[src/rtl/axi_rd_pkg.sv]
// Shared definitions for the AXI4 read-channel responder: burst and
// response encodings, the responder state type and a WRAP length check.
package axi_rd_pkg;

    localparam logic [1:0] BURST_FIXED = 2'b00;
    localparam logic [1:0] BURST_INCR  = 2'b01;
    localparam logic [1:0] BURST_WRAP  = 2'b10;

    localparam logic [1:0] RESP_OKAY   = 2'b00;
    localparam logic [1:0] RESP_SLVERR = 2'b10;

    typedef enum logic [1:0] {
        IDLE,
        FETCH,
        RESP
    } rd_state_t;

    // WRAP bursts are only legal with 2, 4, 8 or 16 beats
    function automatic logic is_valid_wrap_len(input logic [7:0] len);
        return (len == 8'd1) || (len == 8'd3) || (len == 8'd7) || (len == 8'd15);
    endfunction

endpackage

[src/rtl/axi_burst_addr_gen.sv]
// Combinational AXI burst next-address calculator for FIXED, INCR and WRAP
// bursts. Shared by the read and write slave responders.
module axi_burst_addr_gen
    import axi_rd_pkg::*;
#(
    parameter int AW = 32
)(
    input  logic [AW-1:0] addr,
    input  logic [2:0]    size,
    input  logic [7:0]    len,
    input  logic [1:0]    burst,
    output logic [AW-1:0] next_addr
);

    logic [AW-1:0] incr;
    logic [AW-1:0] bound;
    logic [AW-1:0] wrap_mask;
    logic [AW-1:0] sum;

    // Step by one beat; WRAP keeps the upper bits and wraps the low bits
    // inside the burst-sized window
    always_comb begin
        incr      = AW'(1) << size;
        bound     = AW'({1'b0, len} + 9'd1) << size;
        wrap_mask = bound - AW'(1);
        sum       = addr + incr;
        next_addr = addr;
        case (burst)
            BURST_FIXED: next_addr = addr;
            BURST_INCR:  next_addr = sum;
            BURST_WRAP:  next_addr = (addr & ~wrap_mask) | (sum & wrap_mask);
            default:     next_addr = addr;
        endcase
    end

endmodule

[src/rtl/axi_read_slave_resp.sv]
// AXI4 read-channel slave responder. Accepts one AR request at a time, walks
// the burst addresses, reads each beat from a 1-cycle-latency backend and
// returns R beats. Optional macro AXI_RD_BOUNDARY_CHECK_EN flags INCR bursts
// that cross a 4 KB boundary as bad.
module axi_read_slave_resp
    import axi_rd_pkg::*;
#(
    parameter int IDW = 12,
    parameter int AW  = 32,
    parameter int DW  = 64
)(
    input  logic           clk,
    input  logic           rst,
    input  logic [IDW-1:0] s_axi_arid,
    input  logic [AW-1:0]  s_axi_araddr,
    input  logic [7:0]     s_axi_arlen,
    input  logic [2:0]     s_axi_arsize,
    input  logic [1:0]     s_axi_arburst,
    input  logic           s_axi_arvalid,
    output logic           s_axi_arready,
    output logic [IDW-1:0] s_axi_rid,
    output logic [DW-1:0]  s_axi_rdata,
    output logic [1:0]     s_axi_rresp,
    output logic           s_axi_rlast,
    output logic           s_axi_rvalid,
    input  logic           s_axi_rready,
    output logic           mem_en,
    output logic [AW-1:0]  mem_addr,
    input  logic [DW-1:0]  mem_rdata,
    input  logic           mem_err
);

    localparam logic [2:0] MAX_SIZE = 3'($clog2(DW / 8));

    rd_state_t      state, next_state;
    logic [IDW-1:0] id_q;
    logic [AW-1:0]  addr_q;
    logic [7:0]     len_q;
    logic [2:0]     size_q;
    logic [1:0]     burst_q;
    logic           bad_q;
    logic [7:0]     beat_cnt;
    logic           resp_first;
    logic [DW-1:0]  rdata_q;
    logic [1:0]     rresp_q;
    logic [AW-1:0]  next_addr;
    logic           bad_req;
    logic           boundary_bad;
    logic           last_beat;
    logic [DW-1:0]  rdata_now;
    logic [1:0]     rresp_now;

    axi_burst_addr_gen #(.AW(AW)) u_addr_gen (
        .addr      (addr_q),
        .size      (size_q),
        .len       (len_q),
        .burst     (burst_q),
        .next_addr (next_addr)
    );

`ifdef AXI_RD_BOUNDARY_CHECK_EN
    logic [AW-1:0] last_addr;

    // An INCR burst whose final beat lands in a different 4 KB page is illegal
    always_comb begin
        last_addr    = s_axi_araddr + (AW'(s_axi_arlen) << s_axi_arsize);
        boundary_bad = (s_axi_arburst == BURST_INCR) &&
                       (last_addr[AW-1:12] != s_axi_araddr[AW-1:12]);
    end
`else
    assign boundary_bad = 1'b0;
`endif

    // Classify the incoming request; a bad request is answered with SLVERR beats only
    always_comb begin
        bad_req = boundary_bad;
        if (s_axi_arburst == 2'b11) bad_req = 1'b1;
        if ((s_axi_arburst == BURST_WRAP) && !is_valid_wrap_len(s_axi_arlen)) bad_req = 1'b1;
        if (s_axi_arsize > MAX_SIZE) bad_req = 1'b1;
    end

    assign last_beat = (beat_cnt == len_q);

    // Backend data arrives in the first RESP cycle; it is shown directly then and
    // held from the capture register while the master stalls
    assign rdata_now   = bad_q ? '0 : mem_rdata;
    assign rresp_now   = (bad_q || mem_err) ? RESP_SLVERR : RESP_OKAY;
    assign s_axi_rdata = resp_first ? rdata_now : rdata_q;
    assign s_axi_rresp = resp_first ? rresp_now : rresp_q;
    assign s_axi_rid   = id_q;

    // State register
    always_ff @(posedge clk) begin
        if (rst) state <= IDLE;
        else     state <= next_state;
    end

    // Next-state and handshake/backend strobes
    always_comb begin
        next_state    = state;
        s_axi_arready = 1'b0;
        s_axi_rvalid  = 1'b0;
        s_axi_rlast   = 1'b0;
        mem_en        = 1'b0;
        mem_addr      = '0;
        case (state)
            IDLE: begin
                s_axi_arready = !rst;
                if (s_axi_arvalid) next_state = FETCH;
            end
            FETCH: begin
                mem_en     = !bad_q;
                mem_addr   = bad_q ? '0 : addr_q;
                next_state = RESP;
            end
            RESP: begin
                s_axi_rvalid = 1'b1;
                s_axi_rlast  = last_beat;
                if (s_axi_rready) next_state = last_beat ? IDLE : FETCH;
            end
            default: next_state = IDLE;
        endcase
    end

    // Request latch, beat walking and response capture
    always_ff @(posedge clk) begin
        if (rst) begin
            id_q       <= '0;
            addr_q     <= '0;
            len_q      <= '0;
            size_q     <= '0;
            burst_q    <= '0;
            bad_q      <= 1'b0;
            beat_cnt   <= '0;
            resp_first <= 1'b0;
            rdata_q    <= '0;
            rresp_q    <= RESP_OKAY;
        end else begin
            resp_first <= (state == FETCH);
            if ((state == IDLE) && s_axi_arvalid) begin
                id_q     <= s_axi_arid;
                addr_q   <= s_axi_araddr;
                len_q    <= s_axi_arlen;
                size_q   <= s_axi_arsize;
                burst_q  <= s_axi_arburst;
                bad_q    <= bad_req;
                beat_cnt <= '0;
            end
            if (resp_first) begin
                rdata_q <= rdata_now;
                rresp_q <= rresp_now;
            end
            if ((state == RESP) && s_axi_rready && !last_beat) begin
                addr_q   <= next_addr;
                beat_cnt <= beat_cnt + 8'd1;
            end
        end
    end

endmodule

[config.mk]
export PLATFORM = sky130hd
export DESIGN_NAME = axi_read_slave_resp
export DESIGN_NICKNAME = d
export VERILOG_FILES = /design/src/rtl/axi_rd_pkg.sv /design/src/rtl/axi_burst_addr_gen.sv /design/src/rtl/axi_read_slave_resp.sv
export SDC_FILE = /design/constraint.sdc
export NUM_CORES = 1
export LEC_CHECK = 0
export ABC_AREA = 1
export CAP_MARGIN = 10
export CORE_UTILIZATION = 38
export DETAILED_ROUTE_END_ITERATION = 8
export PLACE_DENSITY = 0.76
export SLEW_MARGIN = 40
export SYNTH_ARGS = -nofsm -noshare
export SYNTH_HDL_FRONTEND = slang
export SYNTH_SLANG_ARGS = --single-unit
[constraint.sdc]
create_clock -name clk -period 3.5 [get_ports clk]
set_input_delay 0.875 -clock clk [delete_from_list [all_inputs] [get_ports clk]]
set_output_delay 0.875 -clock clk [all_outputs]
set_load 0.03 [all_outputs]
### Word level (Yosys, flattened, before mapping)

Cells that the tools add are included.
W data, S select, Z words.

| word-level totals | value |
|---|---|
| register bits after elaboration | 135 |
| bits in latches | 0 |
| bits in writable memories | 0 |
| memory bits (read-only) | 0 |
| input port bits | 126 |
| output and inout port bits | 114 |
| word-level logic and storage cells | 74 |
| memories | 0 |

| operators by class | value |
|---|---|
| add/sub/neg operators | 4 |
| multiply operators | 0 |
| div/mod/pow operators | 0 |
| $lt $le $gt $ge | 1 |
| equal/unequal tests | 14 |
| shifts and indexed selects | 2 |
| multiplexer cells | 22 |
| bitwise logic cells | 4 |
| reduce and logical (&&, ||, !) cells | 16 |

Operator list:

| operator | count |
|---|---|
| $mux W32 | 4 |
| $mux W64 | 2 |
| $and A32 B32 Y32 | 2 |
| $pmux W32 S2 | 1 |
| $add A32 B32 Y32 | 1 |
| $not A32 Y32 | 1 |
| $or A32 B32 Y32 | 1 |
| $shl A1 B3 Y32 const A | 1 |
| $shl A32 B3 Y32 | 1 |
| $sub A32 B1 Y32 const B | 1 |
| $mux W8 | 2 |
| $add A8 B1 Y9 const B | 1 |
| $add A8 B1 Y8 const B | 1 |
| $eq A2 B2 Y1 const B | 4 |
| $eq A8 B1 Y1 const B | 1 |
| $eq A8 B2 Y1 const B | 1 |
| $eq A8 B3 Y1 const B | 1 |
| $eq A8 B4 Y1 const B | 1 |
| $eq A8 B8 Y1 | 1 |
| $mux W1 | 8 |
| $mux W2 | 4 |
| $pmux W2 S3 | 1 |
| $eq A2 B1 Y1 const B | 2 |
| $logic_and A1 B1 Y1 | 4 |
| other kinds (8) | 16 |

### Logic depth before layout (Yosys ltp)

| logic depth | value |
|---|---|
| depth after elaboration | 8 |
| depth in mapped cells | 21 |
| gate-level depth less buffers | 20 |

### Hierarchy

A second synthesis with hierarchy kept.

| second synthesis, totals | value |
|---|---|
| cells, all modules | 1608 |
| area, all modules | 9653.0 um2 |

By module, submodules not included:

| module | times used | cells each | area an instance (um2) | sequential area each (um2) |
|---|---|---|---|---|
| axi_read_slave_resp | 1 | 955 | 6298.5 | 2702.6 |
| axi_burst_addr_gen | 1 | 653 | 3354.5 | 0.0 |

### Least setup slack after synthesis

OpenSTA, ideal clock, no wires.

| timing path | value |
|---|---|
| path type | register -> register |
| start | register size_q[2] |
| end | register with a tool-made name |
| library setup time | 0.066 ns |
| data arrival time | 2.832 ns |
| data required time | 3.434 ns |
| slack | 0.602 ns |
| stages on the path, launching flop included | 19 |
| buffers on the path | 2 |
| period minus slack after synthesis | 2.898 ns |
| cells stage by stage | dfxtp_1 > buf_2 > buf_1 > nor3_1 > ha_1 > inv_1 > fa_1 > nor2_1 > nor2_1 > nor2_1 > nor2_1 > o21bai_2 > nand2_1 > nor2_2 > nand2_1 > nor3_1 > xor2_1 > nand3_1 > a21oi_2 |

RTL lines:

| item | RTL line | source |
|---|---|---|
| from (decl) | axi_read_slave_resp.sv:39 | `logic [2:0] size_q;` |
| from (signal assigned) | axi_read_slave_resp.sv:144 | `size_q <= s_axi_arsize;` |

### Final worst setup path

| timing path | value |
|---|---|
| start | register state[0] |
| end | output port mem_addr[23] |

| between the ends | value |
|---|---|
| cells in the longest elaborated chain, start to end | 2 |

Ends and longest elaborated chain:

| item | RTL line | source |
|---|---|---|
| from (decl) | axi_read_slave_resp.sv:35 | `rd_state_t state, next_state;` |
| from (signal assigned) | axi_read_slave_resp.sv:95 | `else state <= next_state;` |
| $eq A2 B1 Y1 | axi_read_slave_resp.sv:106 | `case (state)` |
| $mux W32 | axi_read_slave_resp.sv:106 |  |
| to (decl) | axi_read_slave_resp.sv:28 | `output logic [AW-1:0] mem_addr,` |

Every way passes these cells.

==> results.txt <==
setup_tns -> 0 ns
core area -> 0.0218 mm^2
simple-gate area share of the yosys netlist -> 0.316
Post-synth EDFFs -> 0
Tmin final -> 3.34 ns
crit path cell chain -> inv_1 -> nor2_1 -> inv_1 -> nor2_1 -> inv_4 -> nor2_1 -> clkdlybuf4s50_1
design area -> 0.0117 mm^2
area grow syn2layout -> 38.6%
LEAKAGE -> 5.02 nW
Critical Setup Path Class -> reg -> out
largest family of logic cells by synthesized area -> simple AND/OR/NAND/NOR gates
Post-DP Area -> 0.0110 mm^2
period utilization -> 0.955
hold_ws -> 0.451 ns
Setup crit end -> mem_addr[23]
worst min path class -> reg -> reg
Max Clk Rate -> 299 MHz
outcome -> complete, no violations
CP most frequent cell -> nor2_1
GRT Util Overall -> 0.222
Synth area leader -> dfxtp_1
Initial Utilization -> 0.387
total of max-cap violations -> 0
arrival time at the worst endpoint -> 2.47 ns
DR iter-0 viols -> 417
Die Height -> 151 um
Stages on worst setup path -> 7
# nets final -> 1661
clock sink count -> 135
Gate Count Post-Synth -> 1303
Clock Power Share -> 0.382
# diodes -> 0
switching power -> 1.59 mW
Vias -> 8759
Avg Synthesized Cell Area -> 6.45 um^2
Sw Share -> 0.331
initial antenna violation count -> 2
slowest stage delay, CP -> 0.69 ns
largest net degree at the start of global routing -> 80
multiplexer share of the synthesized area -> 0.00357
DP Wirelength -> 18500 um
Final Skew -> 0.0104 ns
cts hold-fix bufs -> 0
Ports -> 240
r2r startpoint -> size_q[0]
RSZ-0062 raised after global routing -> false
global placement routability congestion -> 0.870
worst reg2reg path depth -> 15
Power Density -> 412 mW/mm^2
Least-Margin Pin Slew -> 0.709 ns
cts bufs inserted -> 17
largest fanout on the critical path -> 28
final setup fails -> 0
Mapped Area -> 0.00841 mm^2
number of H-tree levels -> 4
critical path's top delay family -> buffers and inverters
Commonest cells post-synth -> 274 x inv_1, 192 x nand2_1, 183 x nor2_1
Die Width -> 151 um
die footprint -> 0.0227 mm^2
XOR/XNOR share of the synthesized area -> 0.0240
reg2reg setup slack -> 0.44 ns
Fin. Hold Viols -> 0
CP Buf/Inv Count -> 4
post-CTS sizing -> 1
Compound-Gate Fraction of Synth Area -> 0.156
internal power -> 3.21 mW
first-pass GRT wire length -> 39600 um
Skew-Pair Late Insertion Delay -> 0.41 ns
peak supply drop -> 0.278 mV
Final Max Slew Viols -> 0
Buffers on Ports -> 239
Netlist cell types -> 47
number of global-route vias before repair -> 8272
CTS Buffer Depth -> 2
DR DRC count -> 0
Syn Nets -> 1442
share of cells above drive strength 1 -> 0.0971
Worst-path clk slew -> 0.06 ns
crit path max-delay cell type -> clkdlybuf4s50_1
Flop pwr share -> 0.357
post-synthesis register bit count -> 135
Async SR Flop Fraction -> 0
GRT overflow -> 0
critical path startpoint -> state[0]
post-synthesis adder-cell area fraction -> 0.0202
post-synthesis sequential area ratio -> 0.321
drt first pass iters -> 5
max_slew headroom -> 0.527
Avg Vias per Cell -> 4.83
clk root buf -> clkbuf_16
post-CTS setup buffer count -> 0
WL/cell -> 13.6 um
synth warn -> 0
Crit. End Element -> output port
most frequent cell after synthesis -> inv_1
site row count -> 54
final WL -> 24700 um
Top FF cell, synth -> dfxtp_1
combinational group share of total power -> 0.261
post-detailed-route count of antenna-violating nets -> 0
clock tree from TritonCTS -> done
top post-synthesis cells by area -> dfxtp_1 32%, inv_1 12%, nand2_1 8.6%
Worst setup SP type -> register
Yosys top cell area share -> 0.321
# fillers -> 2066
WP data required -> 2.62 ns
cell type report:
| type | instances | area, um^2 | area share |
|---|---|---|---|
| timing repair buffer | 259 | 2560 | 0.220 |
| clock buffer | 18 | 429 | 0.0368 |
| clock inverter | 14 | 165 | 0.0142 |
| multi-input combinational | 825 | 4370 | 0.375 |
| tap | 280 | 350 | 0.0301 |
| inverter | 284 | 1070 | 0.0922 |
| sequential | 135 | 2700 | 0.232 |
routing by layer:
| layer | GRT usage | vias to the layer above | share of wire |
|---|---|---|---|
| met3 | 0.0655 | 29 | 0.067 |
| li1 | - | 4527 | - |
| met1 | 0.254 | 3944 | 0.42 |
| met4 | 0.0565 | 2 | 0.012 |
| met5 | 0 | - | 0.00053 |
| met2 | 0.398 | 257 | 0.50 |
power by group through the flow:
| stage | combinational, mW | clock [mW] | sequential (mW) |
|---|---|---|---|
| floorplan | 0.806 | 0 | 1.74 |
| global placement | 1.23 | 0 | 1.74 |
| detailed placement | 1.26 | 0 | 1.74 |
| CTS | 1.26 | 1.88 | 1.71 |
| global route | 1.39 | 1.95 | 1.72 |
| finish | 1.25 | 1.83 | 1.71 |
metrics by stage:
| step | worst slack, ns | util | std cells | total power [mW] |
|---|---|---|---|---|
| 3_3_place_gp | 0.302 | 0.507 | 1783 | 2.97 |
| 2_1_floorplan | 0.602 | - | 1303 | 2.55 |
| 5_1_grt | 0.0396 | 0.536 | 1815 | 5.06 |
| 6_report | 0.157 | 0.536 | 1815 | 4.80 |
| 3_5_place_dp | 0.291 | 0.507 | 1783 | 3.00 |
| 4_1_cts | 0.0434 | 0.535 | 1815 | 4.85 |
tightest hold or removal path: stages (launching register included):
cell	delay (ns)
dfxtp_1	0.30
inv_1	0.06
nor3_1	0.04
placed cells by master, fill, tap and decap left out, drive strengths merged, types with 2 or more instances in the layout:
master	instances
a21oi	76
a31oi	4
buf	21
bufinv	2
clkbuf	18
clkdlybuf4s50	228
clkinv	4
clkinvlp	4
dfxtp	135
dlymetal6s2s	9
ha	12
inv	288
mux2i	3
nand2	227
nand3	90
nand3b	2
nand4	13
nor2	196
nor3	29
o211ai	4
o21ai	69
o22ai	66
xnor2	5
xor2	18
worst min path at each step:
stage | startpoint | to | cells after the start
finish | rresp_q[0] | rresp_q[0] | 2
global route | rresp_q[0] | rresp_q[0] | 2
CTS | rresp_q[0] | rresp_q[0] | 2
detailed placement | rresp_q[0] | rresp_q[0] | 2
global placement | rresp_q[0] | rresp_q[0] | 2
floorplan | rresp_q[0] | rresp_q[0] | 2
kinds of logic after synthesis:
| group | after synthesis |
|---|---|
| AO/OA/AOI/OAI | 225 |
| XOR/XNOR | 23 |
| adder cells (fa/ha/maj) | 13 |
| buffers and inverters | 343 |
| flip-flops | 135 |
| multiplexers | 3 |
| AND/OR/NAND/NOR | 561 |
Note: power is estimated with default switching activity, not from simulation.
